File: src/rtl/astream_rr_arbiter_if.sv
// Stream bundle between NUM_IN requesters, the arbiter and one consumer.
// Ports: din/val_in/ready_upward (requesters), dout/val_out/ready_downward, grant/grant_valid.
interface astream_rr_arbiter_if #(
  parameter int PAYLOAD_BITS = 32,
  parameter int NUM_IN       = 4,
  parameter int GW           = $clog2(NUM_IN)
);
  logic [NUM_IN*PAYLOAD_BITS-1:0] din;
  logic [NUM_IN-1:0]              val_in;
  logic [NUM_IN-1:0]              ready_upward;
  logic [PAYLOAD_BITS-1:0]        dout;
  logic                           val_out;
  logic                           ready_downward;
  logic [GW-1:0]                  grant;
  logic                           grant_valid;

  modport slave (
    input  din, val_in, ready_downward,
    output ready_upward, dout, val_out,
    output grant, grant_valid
  );

  modport master (
    output din, val_in, ready_downward,
    input  ready_upward, dout, val_out,
    input  grant, grant_valid
  );
endinterface

File: src/rtl/astream_rr_arbiter.sv
// Round-robin burst arbiter: NUM_IN streams share one registered output.
// Ports: clk, reset_n (sync, active-low), bus (slave view of the stream bundle).
module astream_rr_arbiter #(
  parameter int PAYLOAD_BITS = 32,
  parameter int NUM_IN       = 4,
  parameter int MAX_BURST    = 16
) (
  input  logic clk,
  input  logic reset_n,
  astream_rr_arbiter_if.slave bus
);
  localparam int GW = $clog2(NUM_IN);
  localparam int CW = $clog2(MAX_BURST + 1);

  typedef enum logic {IDLE, BUSY} state_t;

  state_t                  state_q, state_d;
  logic [GW-1:0]           grant_q, grant_d;
  logic [GW-1:0]           last_q, last_d;
  logic [CW-1:0]           beat_q, beat_d;
  logic                    val_out_q, val_out_d;
  logic [PAYLOAD_BITS-1:0] dout_q, dout_d;

  logic                    out_free;
  logic                    own_val;
  logic                    xfer;
  logic                    any_req;
  logic                    last_beat;
  logic [GW-1:0]           pick;
  logic [GW-1:0]           cand;
  logic [PAYLOAD_BITS-1:0] own_din;

  assign out_free  = ~val_out_q | bus.ready_downward;
  assign own_val   = bus.val_in[grant_q];
  assign own_din   = bus.din[int'(grant_q)*PAYLOAD_BITS +: PAYLOAD_BITS];
  assign xfer      = (state_q == BUSY) & own_val & out_free;
  assign any_req   = |bus.val_in;
  assign last_beat = (beat_q == CW'(MAX_BURST - 1));

  // Scan from the farthest offset down so the nearest
  // requester after last_grant wins.
  always_comb begin
    pick = '0;
    cand = '0;
    for (int k = NUM_IN; k >= 1; k--) begin
      cand = GW'((int'(last_q) + k) % NUM_IN);
      if (bus.val_in[cand]) pick = cand;
    end
  end

  always_comb begin
    bus.ready_upward = '0;
    if (state_q == BUSY) bus.ready_upward[grant_q] = out_free;
  end

  always_comb begin
    state_d   = state_q;
    grant_d   = grant_q;
    last_d    = last_q;
    beat_d    = beat_q;
    val_out_d = val_out_q;
    dout_d    = dout_q;

    if (xfer) begin
      dout_d    = own_din;
      val_out_d = 1'b1;
    end else if (bus.ready_downward) begin
      val_out_d = 1'b0;
    end

    unique case (state_q)
      IDLE: begin
        if (any_req) begin
          grant_d = pick;
          beat_d  = '0;
          state_d = BUSY;
        end
      end
      BUSY: begin
        if (xfer && last_beat) begin
          state_d = IDLE;
          last_d  = grant_q;
          beat_d  = '0;
        end else if (xfer) begin
          beat_d = beat_q + 1'b1;
        end else if (!own_val) begin
          state_d = IDLE;
          last_d  = grant_q;
        end
      end
      default: state_d = IDLE;
    endcase
  end

  always_ff @(posedge clk) begin
    if (!reset_n) begin
      state_q   <= IDLE;
      grant_q   <= '0;
      last_q    <= GW'(NUM_IN - 1);
      beat_q    <= '0;
      val_out_q <= 1'b0;
      dout_q    <= '0;
    end else begin
      state_q   <= state_d;
      grant_q   <= grant_d;
      last_q    <= last_d;
      beat_q    <= beat_d;
      val_out_q <= val_out_d;
      dout_q    <= dout_d;
    end
  end

  assign bus.dout        = dout_q;
  assign bus.val_out     = val_out_q;
  assign bus.grant       = grant_q;
  assign bus.grant_valid = (state_q == BUSY);
endmodule
File: src/flat_wrapper.sv
// flat-port wrapper written by rule: the top's interface ports become plain ports
module astream_rr_arbiter_flat 
#(
  parameter int PAYLOAD_BITS = 32,
  parameter int NUM_IN       = 4,
  parameter int MAX_BURST    = 16
)
  (clk, reset_n, bus_din, bus_val_in, bus_ready_downward, bus_ready_upward, bus_dout, bus_val_out, bus_grant, bus_grant_valid);
  astream_rr_arbiter_if #(.PAYLOAD_BITS(PAYLOAD_BITS), .NUM_IN(NUM_IN)) bus_i ();
  input  logic clk;
  input  logic reset_n;
  input wire logic [$bits(bus_i.din)-1:0] bus_din;
  input wire logic [$bits(bus_i.val_in)-1:0] bus_val_in;
  input wire logic [$bits(bus_i.ready_downward)-1:0] bus_ready_downward;
  output wire logic [$bits(bus_i.ready_upward)-1:0] bus_ready_upward;
  output wire logic [$bits(bus_i.dout)-1:0] bus_dout;
  output wire logic [$bits(bus_i.val_out)-1:0] bus_val_out;
  output wire logic [$bits(bus_i.grant)-1:0] bus_grant;
  output wire logic [$bits(bus_i.grant_valid)-1:0] bus_grant_valid;
  assign bus_i.din = bus_din;
  assign bus_i.val_in = bus_val_in;
  assign bus_i.ready_downward = bus_ready_downward;
  assign bus_ready_upward = bus_i.ready_upward;
  assign bus_dout = bus_i.dout;
  assign bus_val_out = bus_i.val_out;
  assign bus_grant = bus_i.grant;
  assign bus_grant_valid = bus_i.grant_valid;
  astream_rr_arbiter #(.PAYLOAD_BITS(PAYLOAD_BITS), .NUM_IN(NUM_IN), .MAX_BURST(MAX_BURST)) u_core (.clk(clk), .reset_n(reset_n), .bus(bus_i));
endmodule
File: config.mk
export PLATFORM = sky130hd
export DESIGN_NAME = astream_rr_arbiter_flat
export DESIGN_NICKNAME = d
export VERILOG_FILES = /design/src/rtl/astream_rr_arbiter_if.sv /design/src/rtl/astream_rr_arbiter.sv /design/src/flat_wrapper.sv
export SDC_FILE = /design/constraint.sdc
export NUM_CORES = 1
export LEC_CHECK = 0
export CORE_MARGIN = 2
export CORE_UTILIZATION = 36
export CTS_BUF_LIST = sky130_fd_sc_hd__clkbuf_8
export DETAILED_ROUTE_END_ITERATION = 16
export PLACE_DENSITY = 0.89
export SYNTH_ARGS = -nofsm -noshare
export SYNTH_HDL_FRONTEND = slang
export SYNTH_SLANG_ARGS = --single-unit
File: constraint.sdc
create_clock -name clk -period 2.1 [get_ports clk]
set_clock_uncertainty 0.15 [all_clocks]
set_input_delay 0.21 -clock clk [delete_from_list [all_inputs] [get_ports clk]]
set_output_delay 0.21 -clock clk [all_outputs]
set_load 0.01 [all_outputs]
==> results.py, run 1 <==
metrics = {
    "cells_and_area": {
        "area_growth_pct": 81.02,
        "drive_gt1_share_pct": 14.75,
        "finalNonFillerCells": 514,
        "antennaDiodeCount": 0,
        "fin_area_um2": 4534,
        "final_nets": 569,
    },
    "placement": {
        "place_area_um2": 4357,
        "placed_cells": 502,
        "gp_congestion": 0.9156,
        "port-buffer-count": 174,
        "dp_hpwl_um": 6282,
        "place_ws_ns": -0.05614,
    },
    "die": {
        "dieHeight_um": 87.42,
        "fp.dieArea_um2": 7641,
        "rows": 30,
        "core_area_um2": 6756,
        "io-pin-count": 175,
        "start_util_pct": 37.07,
        "fp.dieW_um": 87.42,
    },
    "synthesis": {
        "synth_enable_flop_cells": 0,
        "avgSynthCellArea_um2": 9.747,
        "ys.flop_type": "dfxtp_1",
        "yosysTopAreaCell": "dfxtp_1",
        "synth.area.top_cells": "dfxtp_1 (34%), mux4_2 (30%), nand2_1 (11%)",
        "synth_area_um2": 2505,
        "yosysUniqueCellTypes": 34,
        "synthArstFlopShare_pct": 0,
        "synth_nets": 393,
        "synth_top_area_share_pct": 34.37,
        "netlist_instances": 257,
        "yosysWarnings": 0,
        "ys_ff_latch": 43,
        "yosysSeqAreaShare_pct": 34.37,
    },
    "power": {
        "p_sw_share_pct": 26.06,
        "p_comb_share_pct": 36.3,
        "intPower_mw": 1.856,
        "clkPwrFrac_pct": 26.9,
        "pwr-share-seq_pct": 36.8,
        "powerDensity_nw_per_um2": 553.5,
        "leakage_nw": 1.604,
        "vdd_ir_drop_max_mv": 0.2722,
        "switching_power_uw": 654.1,
    },
    "min_path": {
        "worstHoldPathType": "flip-flop to flip-flop",
    },
    "global_routing": {
        "antenna_found_initial": 0,
        "grt_pass1_vias": 2649,
        "grt.overflow.total": 0,
        "grt_first_pass_wirelength_um": 11990,
        "grt_max_degree": 28,
        "track_usage_pct": 20.13,
    },
    "route": {
        "num_vias": 2698,
        "wl_um": 7874,
        "avgRoutedWirePerCell_um": 15.32,
        "first_iter_violations": 130,
        "via_per_inst": 5.249,
        "dr.pass1.iters": 4,
        "drc": 0,
        "ant_nets": 0,
    },
    "clock_tree": {
        "cts.sinks": 43,
        "clkTransAtPathRegs_ns": 0.08,
        "ctsHtreeMaxLevel": 2,
        "cts_root_buf": "clkbuf_8",
        "postCtsHoldBufs": 0,
        "cts_buffer_depth": 2,
        "tritoncts": "yes",
        "clkLatencyLatePin_ns": 0.29,
        "numCtsBuffers": 5,
    },
    "sta": {
        "finalCritPeriodShare_pct": 96.13,
        "final.setup.worst_slack_ns": 0.08128,
        "slew_headroom_pct": 79.96,
        "report.final.hold_viol_count": 0,
        "hold_ws_ns": 0.2910,
        "setup_violations": 0,
        "slew_viol_final": 0,
        "max_freq_ghz": 0.4954,
        "worstMarginPinSlew_ns": 0.3006,
        "rsz0062_at_grt": "false",
        "layout_min_cycle_time_ns": 2.019,
        "fin_tns_setup_ns": 0,
    },
    "setup_path": {
        "worst_ep_required_time_ns": 1.74,
        "cp-end-kind": "output pin",
        "critical_path.max_fanout": 3,
        "path_class": "input port to output pin",
        "critPathLaunchType": "input port",
        "worstPathArrival_ns": 1.66,
    },
    "run": {
        "cap_violations": 0,
    },
    "status": {
        "status": "complete, no violations",
    },
}
routing by layer:
layer	GRT usage (%)	wire length, µm
met1	21.87	2723
met5	0	0
met4	5.874	150
met2	38.64	4295
met3	4.265	705
final cells by class:
cell class,instances,area (µm²)
fillers,514,2222
repair buffers,190,1924
multi-input cells,188,1505
flip-flops and latches,43,864.6
well taps,80,100.1
clock buffers,6,82.58
clock inverters,2,38.79
inverters,5,18.77
power by group through the flow:
stage / combinational, mW / sequential [mW] / clock [mW]
6_report: 0.910 / 0.924 / 0.675
2_1_floorplan: 0.411 / 0.955 / 0
5_1_grt: 0.976 / 0.935 / 0.727
4_1_cts: 0.912 / 0.924 / 0.697
3_5_place_dp: 0.887 / 0.941 / 0
3_3_place_gp: 0.864 / 0.938 / 0
worst paths after layout:
check / cells past startpoint / slack [ns] / to / start
max: 5 / 0.08 / bus_ready_upward[2] / bus_ready_downward
min reg2reg: 2 / 0.29 / u_core.beat_q[4] / u_core.beat_q[4]
max reg2reg: 4 / 0.21 / u_core.beat_q[3] / u_core.bus.grant[0]
min: 2 / 0.29 / u_core.beat_q[4] / u_core.beat_q[4]
state kept, by name, indices dropped and copies added, names as in the netlist:
signal,count
u_core.bus.dout,32
u_core.beat_q,5
u_core.bus.grant,2
u_core.last_q,2
u_core.bus.grant_valid,1
u_core.bus.val_out,1
timing repair:
action                     CTS  global route
resized for setup            1             0
buffers inserted             0             3
hold endpoints to repair     0             0
cloned                       1             0
setup endpoints to repair    3             2
synth_stat cells, drive strengths merged (2+ instances only):
| cell type | n |
|---|---|
| nand3 | 7 |
| mux2i | 3 |
| nor3 | 2 |
| nand2 | 73 |
| dfxtp | 43 |
| nor2 | 9 |
| nand2b | 2 |
| inv | 4 |
| mux4 | 33 |
| a21oi | 42 |
| buf | 12 |
| a31oi | 3 |
| clkbuf | 9 |
worst max-delay path, stage by stage:
cell             delay, ns
clkdlybuf4s50_1       0.45
nand2b_1              0.15
nand2_1               0.09
nor3_1                0.19
clkdlybuf4s50_1       0.57
through the flow:
stage / utilization [%] / total power [mW]
after floorplan: - / 1.367
after global placement: 64.48 / 1.802
after detailed placement: 64.48 / 1.829
after CTS: 66.78 / 2.533
after global routing: 67.11 / 2.637
final: 67.11 / 2.510
cells in the final DEF (no fill, tap or decap), types with 3 or more instances in the layout:
master           count
clkbuf_8             6
nand2_1             73
inv_1                4
mux2i_1              3
nor2_1               9
buf_12               3
nand3_1              6
mux4_2              33
dfxtp_1             40
clkdlybuf4s50_1    174
a21oi_1             42
dfxtp_2              3
buf_4               12
kinds of logic after synthesis:
kind of cell,Yosys count,synth area share [%]
mux,36,30.87
simple gates,98,16.33
fa+ha+maj,1,0.4994
compound gates,53,12.39
flops,43,34.37
buf+inv,26,5.544
Note: power is estimated with default switching activity, not from simulation.
==> run 2: changes to the inputs <==
--- a/config.mk
+++ b/config.mk
@@ -10,6 +10,7 @@
 export CTS_BUF_LIST = sky130_fd_sc_hd__clkbuf_8
 export DETAILED_ROUTE_END_ITERATION = 16
 export PLACE_DENSITY = 0.89
+export REMOVE_ABC_BUFFERS = 1
 export SYNTH_ARGS = -nofsm -noshare
 export SYNTH_HDL_FRONTEND = slang
 export SYNTH_SLANG_ARGS = --single-unit
==> results.py, run 2 (synthesis results as in run 1) <==
metrics = {
    "status": {
        "status": "complete, no violations",
    },
    "min_path": {
        "min_from": "u_core.beat_q[4]",
        "worstHoldPathType": "flip-flop to flip-flop",
        "whs_path_depth": 2,
        "hold_end": "u_core.beat_q[4]",
    },
    "sta": {
        "hold_ws_ns": 0.2823,
        "rsz0062_at_grt": "false",
        "slew_viol_final": 0,
        "setup_violations": 0,
        "finalCritPeriodShare_pct": 96.09,
        "max_freq_ghz": 0.4956,
        "layout_min_cycle_time_ns": 2.018,
        "worstMarginPinSlew_ns": 0.2835,
        "slew_headroom_pct": 81.10,
        "report.final.hold_viol_count": 0,
        "final.setup.worst_slack_ns": 0.08211,
    },
    "setup_path": {
        "r2r.worst_path.cells": 6,
        "r2r_slack_ns": 0.22,
        "r2r-start": "u_core.bus.grant[0]",
        "critical_path.max_fanout": 3,
        "r2r_end": "u_core.bus.dout[31]",
        "worst_ep_required_time_ns": 1.74,
        "path_class": "input port to output pin",
        "worstPathArrival_ns": 1.66,
        "critPathLaunchType": "input port",
        "cp-end-kind": "output pin",
    },
    "clock_tree": {
        "cts.sinks": 43,
        "ctsHtreeMaxLevel": 2,
        "cts_root_buf": "clkbuf_8",
        "clkTransAtPathRegs_ns": 0.08,
        "tritoncts": "yes",
        "postCtsHoldBufs": 0,
        "cts_buffer_depth": 2,
        "clkLatencyLatePin_ns": 0.30,
        "numCtsBuffers": 5,
        "cts_setup_buffers": 0,
    },
    "global_routing": {
        "track_usage_pct": 22.08,
        "grt_pass1_vias": 2796,
        "grt_first_pass_wirelength_um": 13170,
        "grt_max_degree": 23,
        "grt.overflow.total": 0,
        "antenna_found_initial": 0,
    },
    "route": {
        "top_layer_used": "met4",
        "avgRoutedWirePerCell_um": 16.92,
        "first_iter_violations": 74,
        "wl_met1_um": 3226,
        "route.met3.wl_um": 422,
        "ant_nets": 0,
        "drc": 0,
        "via_per_inst": 5.248,
        "num_vias": 2692,
        "routed-wl-met2_um": 4920,
        "dr.pass1.iters": 4,
        "wl_um": 8679,
    },
    "power": {
        "vdd_ir_drop_max_mv": 0.3410,
        "p_comb_share_pct": 38.3,
        "finalPower_mw": 2.347,
        "pwr-share-seq_pct": 39.6,
        "p_sw_share_pct": 28.53,
        "clkPwrFrac_pct": 22.1,
        "switching_power_uw": 669.6,
        "powerDensity_nw_per_um2": 524.9,
        "intPower_mw": 1.677,
        "leakage_nw": 1.570,
    },
    "placement": {
        "dp_hpwl_um": 7012,
        "place_ws_ns": -0.1047,
        "gp_congestion": 0.7954,
        "port-buffer-count": 174,
    },
    "cells_and_area": {
        "final_nets": 568,
        "drive_gt1_share_pct": 14.32,
        "area_growth_pct": 78.47,
        "final_common_cell": "clkdlybuf4s50_1",
        "antennaDiodeCount": 0,
        "largest_reg_flops": 32,
        "mostFrequentLayoutCells": "clkdlybuf4s50_1 (174), nand2_1 (73), a21oi_1 (42)",
    },
    "die": {
        "dieHeight_um": 87.42,
        "fp.dieW_um": 87.42,
        "io-pin-count": 175,
        "rows": 30,
        "fp.dieArea_um2": 7641,
        "start_util_pct": 37.07,
        "core_area_um2": 6756,
    },
    "run": {
        "cap_violations": 0,
    },
}
-- run 2: changes by cell type in the layout (fill, tap and decap cells not counted) --
cell,change
dfxtp_2,-2
dfxtp_4,+2
bufbuf_16,-1
bufinv_16,-1
clkbuf_8,-1
clkinv_2,+1
clkinvlp_4,+1
inv_1,+1
inv_6,-1
-- run 2: worst max-delay path, cell delays in order --
cell             delay [ns]
clkdlybuf4s50_1        0.46
nand2b_1               0.15
nand2_1                0.10
nor3_1                 0.16
clkdlybuf4s50_1        0.59
-- run 2: layer usage --
metal	vias to the layer above	GRT usage, %
met2	90	43.94
li1	1283	-
met4	0	5.175
met1	1306	24.09
met5	-	0
met3	13	3.223
-- run 2: worst max path at each step --
| stage | start | end | slack [ns] | cells after the start |
|---|---|---|---|---|
| final | bus_ready_downward | bus_ready_upward[2] | 0.08 | 5 |
| after CTS | bus_ready_downward | bus_ready_upward[2] | 0.07 | 5 |
| after detailed placement | bus_val_in[0] | u_core.bus.dout[31] | -0.10 | 7 |
| after floorplan | u_core.bus.grant[0] | u_core.beat_q[3] | -1.50 | 4 |
| after global routing | bus_ready_downward | bus_ready_upward[0] | 0.009 | 5 |
| after global placement | bus_val_in[1] | u_core.bus.dout[17] | 0.007 | 7 |
-- run 2: power groups by stage --
| stage | Sequential (mW) | Clock (mW) | Combinational (mW) |
|---|---|---|---|
| finish | 0.929 | 0.519 | 0.899 |
| global route | 0.938 | 0.570 | 0.962 |
| CTS | 0.929 | 0.533 | 0.907 |
| detailed placement | 0.948 | 0 | 0.904 |
| global placement | 0.944 | 0 | 0.877 |
| floorplan | 1.01 | 0 | 0.328 |
-- run 2: what timing repair did --
action / 4_1_cts / 5_1_grt
setup endpoints to repair: 3 / 2
resized for setup: 2 / 1
cloned: 0 / 0
-- run 2: stage by stage --
step                      util, %  instance area, µm²  TNS [ns]  instances
after CTS                   66.13                4468         0        513
after detailed placement    64.81                4379    -1.783        505
final                       66.17                4471         0        513
after global placement      64.81                4379         0        505
after floorplan                 -                2385    -52.58        236
after global routing        66.17                4471         0        513
-- run 2: area by class of cell --
| type | instances | area [µm²] |
|---|---|---|
| multi-input combinational | 188 | 1505 |
| sequential | 43 | 869.6 |
| inverter | 5 | 18.77 |
| clock inverter | 3 | 16.27 |
| tap | 80 | 100.1 |
| timing repair buffer | 189 | 1892 |
| clock buffer | 5 | 68.82 |
| fill | 547 | 2286 |
==> run 3: changes to the inputs <==
--- a/config.mk
+++ b/config.mk
@@ -11,6 +11,7 @@
 export DETAILED_ROUTE_END_ITERATION = 16
 export PLACE_DENSITY = 0.89
 export REMOVE_ABC_BUFFERS = 1
+export SLEW_MARGIN = 15
 export SYNTH_ARGS = -nofsm -noshare
 export SYNTH_HDL_FRONTEND = slang
 export SYNTH_SLANG_ARGS = --single-unit
==> results of run 3 <==
The final DEF is identical to that of run 2; final timing and power are the same.
